$ cat src/rtl/mem_arb_pkg.sv
// Shared types and defaults for the unified-memory port arbiter.
package mem_arb_pkg;

    typedef enum logic [1:0] {
        ST_IDLE,
        ST_ACCESS,
        ST_RESP
    } arb_state_t;

    typedef enum logic [1:0] {
        OWN_NONE,
        OWN_DATA,
        OWN_FETCH,
        OWN_PREF
    } arb_owner_t;

    localparam int DEF_STARVE_MAX = 8;
    localparam int DEF_DATA_W     = 32;
    localparam int DEF_ADDR_W     = 7;

    // Bit positions inside the one-hot grant vector.
    localparam int GNT_DATA  = 0;
    localparam int GNT_FETCH = 1;
    localparam int GNT_PREF  = 2;

    // Map a one-hot grant onto the owner that will receive the response.
    function automatic arb_owner_t owner_of(input logic [2:0] gnt);
        arb_owner_t own;
        own = OWN_NONE;
        if (gnt[GNT_DATA]) begin
            own = OWN_DATA;
        end else if (gnt[GNT_FETCH]) begin
            own = OWN_FETCH;
        end else if (gnt[GNT_PREF]) begin
            own = OWN_PREF;
        end
        return own;
    endfunction

endpackage

$ cat src/rtl/mem_port_arbiter_if.sv
// Requester and memory-side signals of the port arbiter.
// slave: the arbiter's view. master: requesters plus memory.
interface mem_port_arbiter_if #(
    parameter int DATA_W = 32,
    parameter int ADDR_W = 7
) ();
    logic              d_req;
    logic              d_we;
    logic [31:0]       d_addr;
    logic [DATA_W-1:0] d_wdata;
    logic              d_gnt;
    logic              d_rvalid;

    logic              f_req;
    logic [31:0]       f_addr;
    logic              f_gnt;
    logic              f_rvalid;

    logic              p_req;
    logic [31:0]       p_addr;
    logic              p_gnt;
    logic              p_rvalid;

    logic [DATA_W-1:0] rdata;
    logic              err;
    logic              busy;

    logic [ADDR_W-1:0] mem_a;
    logic              mem_we;
    logic [DATA_W-1:0] mem_wdata;
    logic [DATA_W-1:0] mem_rdata;

    modport slave (
        input  d_req, d_we, d_addr, d_wdata, f_req, f_addr, p_req, p_addr, mem_rdata,
        output d_gnt, d_rvalid, f_gnt, f_rvalid, p_gnt, p_rvalid,
        output rdata, err, busy, mem_a, mem_we, mem_wdata
    );

    modport master (
        output d_req, d_we, d_addr, d_wdata, f_req, f_addr, p_req, p_addr, mem_rdata,
        input  d_gnt, d_rvalid, f_gnt, f_rvalid, p_gnt, p_rvalid,
        input  rdata, err, busy, mem_a, mem_we, mem_wdata
    );
endinterface

$ cat src/rtl/mem_arb_pick.sv
// Combinational winner selection: an aged PREF beats everything,
// otherwise DATA > FETCH > PREF. Output is one-hot or zero.
module mem_arb_pick
    import mem_arb_pkg::*;
(
    input  logic       d_req_i,
    input  logic       f_req_i,
    input  logic       p_req_i,
    input  logic       starve_i,
    output logic [2:0] gnt_o
);

    // Fixed priority with the starvation override checked first.
    always_comb begin
        gnt_o = '0;
        if (p_req_i && starve_i) begin
            gnt_o[GNT_PREF] = 1'b1;
        end else if (d_req_i) begin
            gnt_o[GNT_DATA] = 1'b1;
        end else if (f_req_i) begin
            gnt_o[GNT_FETCH] = 1'b1;
        end else if (p_req_i) begin
            gnt_o[GNT_PREF] = 1'b1;
        end
    end

endmodule

$ cat src/rtl/mem_port_arbiter.sv
// Shares the single-port unified memory between DATA, FETCH and PREF.
// Each access runs grant -> memory access -> response.
//
//   state     | meaning
//   ----------+--------------------------------------------------------
//   ST_IDLE   | no access in flight; arbitrate, grant moves to ACCESS
//   ST_ACCESS | memory driven from latched request; rdata/err captured
//   ST_RESP   | owner's rvalid pulses; arbitrate again for back-to-back
module mem_port_arbiter
    import mem_arb_pkg::*;
#(
    parameter int DATA_W     = DEF_DATA_W,
    parameter int ADDR_W     = DEF_ADDR_W,
    parameter int STARVE_MAX = DEF_STARVE_MAX
) (
    input logic              clk,
    input logic              rst_n,
    mem_port_arbiter_if.slave bus
);

    localparam int SW = $clog2(STARVE_MAX + 1);

    arb_state_t        state_q, state_d;
    arb_owner_t        owner_q, owner_d;
    logic [ADDR_W-1:0] addr_q, addr_d;
    logic              oor_q, oor_d;
    logic              we_q, we_d;
    logic [DATA_W-1:0] wdata_q, wdata_d;
    logic [DATA_W-1:0] rdata_q;
    logic              err_q;
    logic [SW-1:0]     starve_q, starve_d;
    logic              arb_en_q;

    logic              arb_slot;
    logic              starve_hit;
    logic [2:0]        gnt;
    logic [31:0]       sel_addr;
    logic              sel_oor;
    logic              unused_addr_lsb;

    // Grants are held off for one clock after reset release so no grant
    // can appear while reset is still being removed.
    assign arb_slot   = arb_en_q && ((state_q == ST_IDLE) || (state_q == ST_RESP));
    assign starve_hit = (starve_q == SW'(STARVE_MAX));

    mem_arb_pick u_pick (
        .d_req_i  (bus.d_req && arb_slot),
        .f_req_i  (bus.f_req && arb_slot),
        .p_req_i  (bus.p_req && arb_slot),
        .starve_i (starve_hit),
        .gnt_o    (gnt)
    );

    // Address of the winning requester.
    always_comb begin
        sel_addr = bus.p_addr;
        if (gnt[GNT_DATA]) begin
            sel_addr = bus.d_addr;
        end else if (gnt[GNT_FETCH]) begin
            sel_addr = bus.f_addr;
        end
    end

    assign sel_oor         = |sel_addr[31:ADDR_W+2];
    assign unused_addr_lsb = ^sel_addr[1:0];

    // Next state and request latching; FETCH/PREF carry no write data so
    // the last DATA write data stays on mem_wdata.
    always_comb begin
        state_d = state_q;
        owner_d = owner_q;
        addr_d  = addr_q;
        oor_d   = oor_q;
        we_d    = we_q;
        wdata_d = wdata_q;
        case (state_q)
            ST_IDLE, ST_RESP: begin
                if (|gnt) begin
                    state_d = ST_ACCESS;
                    owner_d = owner_of(gnt);
                    addr_d  = sel_addr[ADDR_W+1:2];
                    oor_d   = sel_oor;
                    we_d    = gnt[GNT_DATA] && bus.d_we;
                    if (gnt[GNT_DATA]) begin
                        wdata_d = bus.d_wdata;
                    end
                end else begin
                    state_d = ST_IDLE;
                    owner_d = OWN_NONE;
                end
            end
            ST_ACCESS: state_d = ST_RESP;
            default:   state_d = ST_IDLE;
        endcase
    end

    // PREF aging: counts waiting cycles, saturates, clears on grant or drop.
    always_comb begin
        starve_d = '0;
        if (bus.p_req && !gnt[GNT_PREF]) begin
            starve_d = starve_hit ? starve_q : starve_q + SW'(1);
        end
    end

    // State, latched request and aging registers.
    always_ff @(posedge clk or negedge rst_n) begin
        if (!rst_n) begin
            state_q  <= ST_IDLE;
            owner_q  <= OWN_NONE;
            addr_q   <= '0;
            oor_q    <= 1'b0;
            we_q     <= 1'b0;
            wdata_q  <= '0;
            starve_q <= '0;
            arb_en_q <= 1'b0;
        end else begin
            state_q  <= state_d;
            owner_q  <= owner_d;
            addr_q   <= addr_d;
            oor_q    <= oor_d;
            we_q     <= we_d;
            wdata_q  <= wdata_d;
            starve_q <= starve_d;
            arb_en_q <= 1'b1;
        end
    end

    // Response capture at the end of ACCESS; writes and out-of-range return 0.
    always_ff @(posedge clk or negedge rst_n) begin
        if (!rst_n) begin
            rdata_q <= '0;
            err_q   <= 1'b0;
        end else if (state_q == ST_ACCESS) begin
            rdata_q <= (we_q || oor_q) ? '0 : bus.mem_rdata;
            err_q   <= oor_q;
        end
    end

    assign bus.d_gnt     = gnt[GNT_DATA];
    assign bus.f_gnt     = gnt[GNT_FETCH];
    assign bus.p_gnt     = gnt[GNT_PREF];
    assign bus.d_rvalid  = (state_q == ST_RESP) && (owner_q == OWN_DATA);
    assign bus.f_rvalid  = (state_q == ST_RESP) && (owner_q == OWN_FETCH);
    assign bus.p_rvalid  = (state_q == ST_RESP) && (owner_q == OWN_PREF);
    assign bus.rdata     = rdata_q;
    assign bus.err       = (state_q == ST_RESP) && err_q;
    assign bus.busy      = (state_q != ST_IDLE);
    assign bus.mem_a     = addr_q;
    assign bus.mem_we    = (state_q == ST_ACCESS) && we_q && !oor_q;
    assign bus.mem_wdata = wdata_q;

endmodule

$ cat src/flat_wrapper.sv
// flat-port wrapper written by rule: the top's interface ports become plain ports
module mem_port_arbiter_flat import mem_arb_pkg::*;
#(
    parameter int DATA_W     = DEF_DATA_W,
    parameter int ADDR_W     = DEF_ADDR_W,
    parameter int STARVE_MAX = DEF_STARVE_MAX
)
  (clk, rst_n, bus_d_req, bus_d_we, bus_d_addr, bus_d_wdata, bus_f_req, bus_f_addr, bus_p_req, bus_p_addr, bus_mem_rdata, bus_d_gnt, bus_d_rvalid, bus_f_gnt, bus_f_rvalid, bus_p_gnt, bus_p_rvalid, bus_rdata, bus_err, bus_busy, bus_mem_a, bus_mem_we, bus_mem_wdata);
  mem_port_arbiter_if #(.DATA_W(DATA_W), .ADDR_W(ADDR_W)) bus_i ();
  input logic clk;
  input logic rst_n;
  input wire logic [$bits(bus_i.d_req)-1:0] bus_d_req;
  input wire logic [$bits(bus_i.d_we)-1:0] bus_d_we;
  input wire logic [$bits(bus_i.d_addr)-1:0] bus_d_addr;
  input wire logic [$bits(bus_i.d_wdata)-1:0] bus_d_wdata;
  input wire logic [$bits(bus_i.f_req)-1:0] bus_f_req;
  input wire logic [$bits(bus_i.f_addr)-1:0] bus_f_addr;
  input wire logic [$bits(bus_i.p_req)-1:0] bus_p_req;
  input wire logic [$bits(bus_i.p_addr)-1:0] bus_p_addr;
  input wire logic [$bits(bus_i.mem_rdata)-1:0] bus_mem_rdata;
  output wire logic [$bits(bus_i.d_gnt)-1:0] bus_d_gnt;
  output wire logic [$bits(bus_i.d_rvalid)-1:0] bus_d_rvalid;
  output wire logic [$bits(bus_i.f_gnt)-1:0] bus_f_gnt;
  output wire logic [$bits(bus_i.f_rvalid)-1:0] bus_f_rvalid;
  output wire logic [$bits(bus_i.p_gnt)-1:0] bus_p_gnt;
  output wire logic [$bits(bus_i.p_rvalid)-1:0] bus_p_rvalid;
  output wire logic [$bits(bus_i.rdata)-1:0] bus_rdata;
  output wire logic [$bits(bus_i.err)-1:0] bus_err;
  output wire logic [$bits(bus_i.busy)-1:0] bus_busy;
  output wire logic [$bits(bus_i.mem_a)-1:0] bus_mem_a;
  output wire logic [$bits(bus_i.mem_we)-1:0] bus_mem_we;
  output wire logic [$bits(bus_i.mem_wdata)-1:0] bus_mem_wdata;
  assign bus_i.d_req = bus_d_req;
  assign bus_i.d_we = bus_d_we;
  assign bus_i.d_addr = bus_d_addr;
  assign bus_i.d_wdata = bus_d_wdata;
  assign bus_i.f_req = bus_f_req;
  assign bus_i.f_addr = bus_f_addr;
  assign bus_i.p_req = bus_p_req;
  assign bus_i.p_addr = bus_p_addr;
  assign bus_i.mem_rdata = bus_mem_rdata;
  assign bus_d_gnt = bus_i.d_gnt;
  assign bus_d_rvalid = bus_i.d_rvalid;
  assign bus_f_gnt = bus_i.f_gnt;
  assign bus_f_rvalid = bus_i.f_rvalid;
  assign bus_p_gnt = bus_i.p_gnt;
  assign bus_p_rvalid = bus_i.p_rvalid;
  assign bus_rdata = bus_i.rdata;
  assign bus_err = bus_i.err;
  assign bus_busy = bus_i.busy;
  assign bus_mem_a = bus_i.mem_a;
  assign bus_mem_we = bus_i.mem_we;
  assign bus_mem_wdata = bus_i.mem_wdata;
  mem_port_arbiter #(.DATA_W(DATA_W), .ADDR_W(ADDR_W), .STARVE_MAX(STARVE_MAX)) u_core (.clk(clk), .rst_n(rst_n), .bus(bus_i));
endmodule
$ cat config.mk
export PLATFORM = sky130hd
export DESIGN_NAME = mem_port_arbiter_flat
export DESIGN_NICKNAME = d
export VERILOG_FILES = /design/src/rtl/mem_arb_pkg.sv /design/src/rtl/mem_port_arbiter_if.sv /design/src/rtl/mem_arb_pick.sv /design/src/rtl/mem_port_arbiter.sv /design/src/flat_wrapper.sv
export SDC_FILE = /design/constraint.sdc
export NUM_CORES = 1
export LEC_CHECK = 0
export ABC_CLOCK_PERIOD_IN_PS = 2100
export CAP_MARGIN = 10
export CORE_AREA = 10 10 111 113
export DETAILED_ROUTE_END_ITERATION = 8
export DIE_AREA = 0 0 121 123
export PLACE_DENSITY = 0.85
export SKIP_CTS_REPAIR_TIMING = 1
export SLEW_MARGIN = 15
export SYNTH_ARGS = -nofsm -noshare
export SYNTH_HDL_FRONTEND = slang
export SYNTH_SLANG_ARGS = --single-unit
$ cat constraint.sdc
create_clock -name clk -period 2.1 [get_ports clk]
set_input_delay 0.42 -clock clk [delete_from_list [all_inputs] [get_ports clk]]
set_output_delay 0.42 -clock clk [all_outputs]
set_load 0.02 [all_outputs]
==> impl_metrics.py, run 1 <==
metrics = {
    "worst_setup_path": {
        "reg2reg_slack_ns": 0.22,
        "crit_path_frequent_cell": "inv_2",
        "regToRegStartpoint": "u_core.starve_q[0]$_DFFE_PN0P_",
        "crit_family": "flip-flops",
        "crit_slowest_cell": "dfrtp_1",
        "crit_chain": "inv_2, ha_2, nand4b_1, nand3_2, inv_2, buf_2",
        "cp-start-kind": "flip-flop",
        "critPathMaxFanout": 3,
        "worst-setup-path-type": "flip-flop to output port",
        "crit_path_end_kind": "output port",
        "cp_num_buf_inv": 3,
        "cp.arrival_ns": 1.58,
        "worstPathRequired_ns": 1.68,
        "max_stage_delay_ns": 0.41,
        "r2r_cells": 8,
        "reg2reg_to": "u_core.bus.mem_a[4]$_DFFE_PN0P_",
    },
    "clock_tree": {
        "clk_latency_ns": 0.34,
        "cts_tree": "yes",
        "cts_buffer_depth": 2,
        "clk_pin_slew_worst_paths_ns": 0.08,
        "cts_root_buf": "clkbuf_8",
        "numCtsBuffers": 9,
        "htreeDepth": 3,
        "cts_sinks": 83,
    },
    "yosys": {
        "synthesis.area_um2": 3473,
        "synthTopCellsByCount": "nand2_1, dfrtp_1, a22o_1",
        "synth-seq-cells": 83,
        "synth_cell_type_count": 40,
        "seq_area_frac_synth_pct": 59.80,
        "synth_top_flop_cell": "dfrtp_1",
        "post-synth-top-count-cell": "nand2_1",
        "async_flop_share_pct": 100.0,
        "synth.avg_cell_area_um2": 10.43,
        "syn_inst": 333,
        "synth_top_area_share_pct": 59.80,
        "synth_area_leader_cell": "dfrtp_1",
        "synthTopCellsByArea": "dfrtp_1, nand2_1, a22o_1, nor4_1, mux2i_1",
        "yosys_warnings": 0,
        "synth_edf_count": 0,
        "syn_nets": 501,
    },
    "route": {
        "drcViolationCount": 0,
        "vias_per_cell": 4.907,
        "ant_nets": 0,
        "first_iter_violations": 182,
        "dr.pass1.iters": 6,
        "wl_um": 13540,
        "via_count": 3518,
        "routedWlPerCell_um": 18.88,
    },
    "sta": {
        "period_share_pct": 95.17,
        "fmax_ghz": 0.5003,
        "rsz0062_at_grt": "no",
        "setup_viol": 0,
        "timing.final.max_slew_violations": 0,
        "period_needed_ns": 1.999,
        "worst_slack_ns": 0.1014,
        "finalClockSkew_ns": 0.01372,
        "hold_viol": 0,
    },
    "global_route": {
        "antenna_found_initial": 0,
        "grt_pass1_wl_um": 20430,
        "grt-ovfl-total": 0,
        "grt_pass1_vias": 3804,
        "grt_max_degree": 49,
        "track_usage_pct": 17.47,
    },
    "cells_and_area": {
        "nets": 746,
        "drive_gt1_share_pct": 7.573,
        "syn_to_final_growth_pct": 81.41,
        "fin_area_um2": 6301,
        "diodes": 0,
    },
    "placed_design": {
        "gp_routability_congestion": 0.8497,
        "io_buffers": 239,
        "pre_cts_slack_ns": -0.2521,
        "dp_hpwl_um": 11120,
        "postPlaceCellArea_um2": 6055,
    },
    "pwr": {
        "power.total_mw": 4.758,
        "clkPwrFrac_pct": 25.5,
        "powerDensity_nw_per_um2": 755.1,
        "power_frac_comb_pct": 32.4,
        "p_sw_share_pct": 29.72,
        "peakVddDrop_v": 0.0003968,
        "p_int_mw": 3.344,
        "switchingPower_mw": 1.414,
        "seqPwrFrac_pct": 42.0,
        "p_leak_nw": 2.979,
    },
    "floorplanning": {
        "std_cell_rows": 37,
        "start_util_pct": 34.26,
        "dieArea_um2": 14880,
        "num_io_pins": 246,
        "die_w_um": 121,
        "die_h_um": 123,
        "coreArea_um2": 10140,
    },
    "outcome": {
        "status": "complete, no violations",
    },
    "worst_hold_path": {
        "hold_class": "primary input to async pin",
    },
    "flow_run": {
        "drv_cap": 0,
    },
}
-- power groups by stage --
| stage | Combinational (mW) | Clock (mW) | Sequential (mW) |
|---|---|---|---|
| after detailed placement | 1.56 | 0 | 2.03 |
| final | 1.54 | 1.21 | 2.00 |
| after global placement | 1.53 | 0 | 2.01 |
| after CTS | 1.57 | 1.25 | 2.00 |
| after global routing | 1.64 | 1.34 | 2.03 |
| after floorplan | 0.327 | 0 | 2.29 |
-- layer usage --
metal,share of wire [%],vias to the layer above,GRT usage [%]
li1,-,1637,-
met1,35,1692,17.45
met2,52,174,31.16
met3,11,15,9.070
met4,1.9,0,5.053
met5,0,-,0
-- layout make-up --
cell class	instances	area, µm²
timing repair buffer	251	2514
multi-input combinational	226	1310
clock inverter	5	78.83
clock buffer	9	123.9
fill	804	3837
sequential	83	2078
inverter	7	26.28
tap	136	170.2
-- how the worst max path moves through the flow --
stage,depth (start not counted),end,from
floorplan,4,bus_mem_we,u_core.state_q[0]$_DFF_PN0_
global placement,5,bus_f_gnt,bus_d_req
detailed placement,5,bus_f_gnt,bus_d_req
CTS,7,bus_p_gnt,u_core.starve_q[0]$_DFFE_PN0P_
global route,6,bus_d_gnt,u_core.starve_q[0]$_DFFE_PN0P_
finish,6,bus_d_gnt,u_core.starve_q[0]$_DFFE_PN0P_
-- sequential cells by signal (all words and copies together) (netlist names) --
name,count
u_core.arb_en_q,1
u_core.bus.rdata,32
u_core.we_q,1
u_core.oor_q,1
u_core.starve_q,4
u_core.err_q,1
u_core.bus.mem_a,7
u_core.bus.mem_wdata,32
u_core.state_q,2
u_core.owner_q,2
-- cells by family (layout without fill, tap and decap cells) --
kind of cell    count (synthesis)  in the layout  share of synthesized area [%]
simple gates                  157            157                          19.99
flops                          83             83                          59.80
compound gates                 55             55                          13.00
buf+inv                        24            272                          3.206
mux                             9              9                          2.666
fa+ha+maj                       2              2                         0.7203
xor+xnor                        2              2                         0.5044
other cells                     1              1                         0.1080
-- cells in the final DEF (no fill, tap or decap), types with 2 or more instances in the layout --
cell / Yosys / routed
buf_4: 0 / 11
a22o_1: 33 / 33
mux2i_1: 7 / 7
bufinv_16: 0 / 2
nor3_1: 3 / 3
a21o_1: 7 / 7
inv_2: 1 / 2
clkbuf_8: 0 / 9
inv_1: 6 / 5
nand3_1: 5 / 4
nor4_1: 15 / 15
nor2_1: 13 / 13
dlymetal6s2s_1: 0 / 7
clkinv_2: 0 / 2
clkdlybuf4s50_1: 0 / 229
nand3_2: 1 / 2
nand4_1: 3 / 3
mux2_2: 2 / 2
o21ai_0: 3 / 3
a211oi_1: 7 / 7
dfrtp_1: 83 / 82
nand2_1: 106 / 105
-- stage by stage --
stage | TNS (ns) | cells | hold slack (ns) | util (%)
2_1_floorplan | 0 | 333 | 0.1244 | -
6_report | 0 | 717 | 0.02305 | 62.15
5_1_grt | 0 | 717 | 0.02573 | 62.15
4_1_cts | -2.161 | 716 | 0.02042 | 61.72
3_5_place_dp | -1.281 | 702 | 0.4046 | 59.72
3_3_place_gp | -0.5686 | 702 | 0.4013 | 59.72
Note: power is estimated with default switching activity, not from simulation.
==> inputs of run 2 (changes only) <==
--- a/config.mk
+++ b/config.mk
@@ -8,6 +8,7 @@
 export ABC_CLOCK_PERIOD_IN_PS = 2100
 export CAP_MARGIN = 10
 export CORE_AREA = 10 10 111 113
+export CTS_CLUSTER_DIAMETER = 60
 export DETAILED_ROUTE_END_ITERATION = 8
 export DIE_AREA = 0 0 121 123
 export PLACE_DENSITY = 0.85
==> results of run 2 <==
No change in the layout: final DEF, timing and power equal those of run 1.
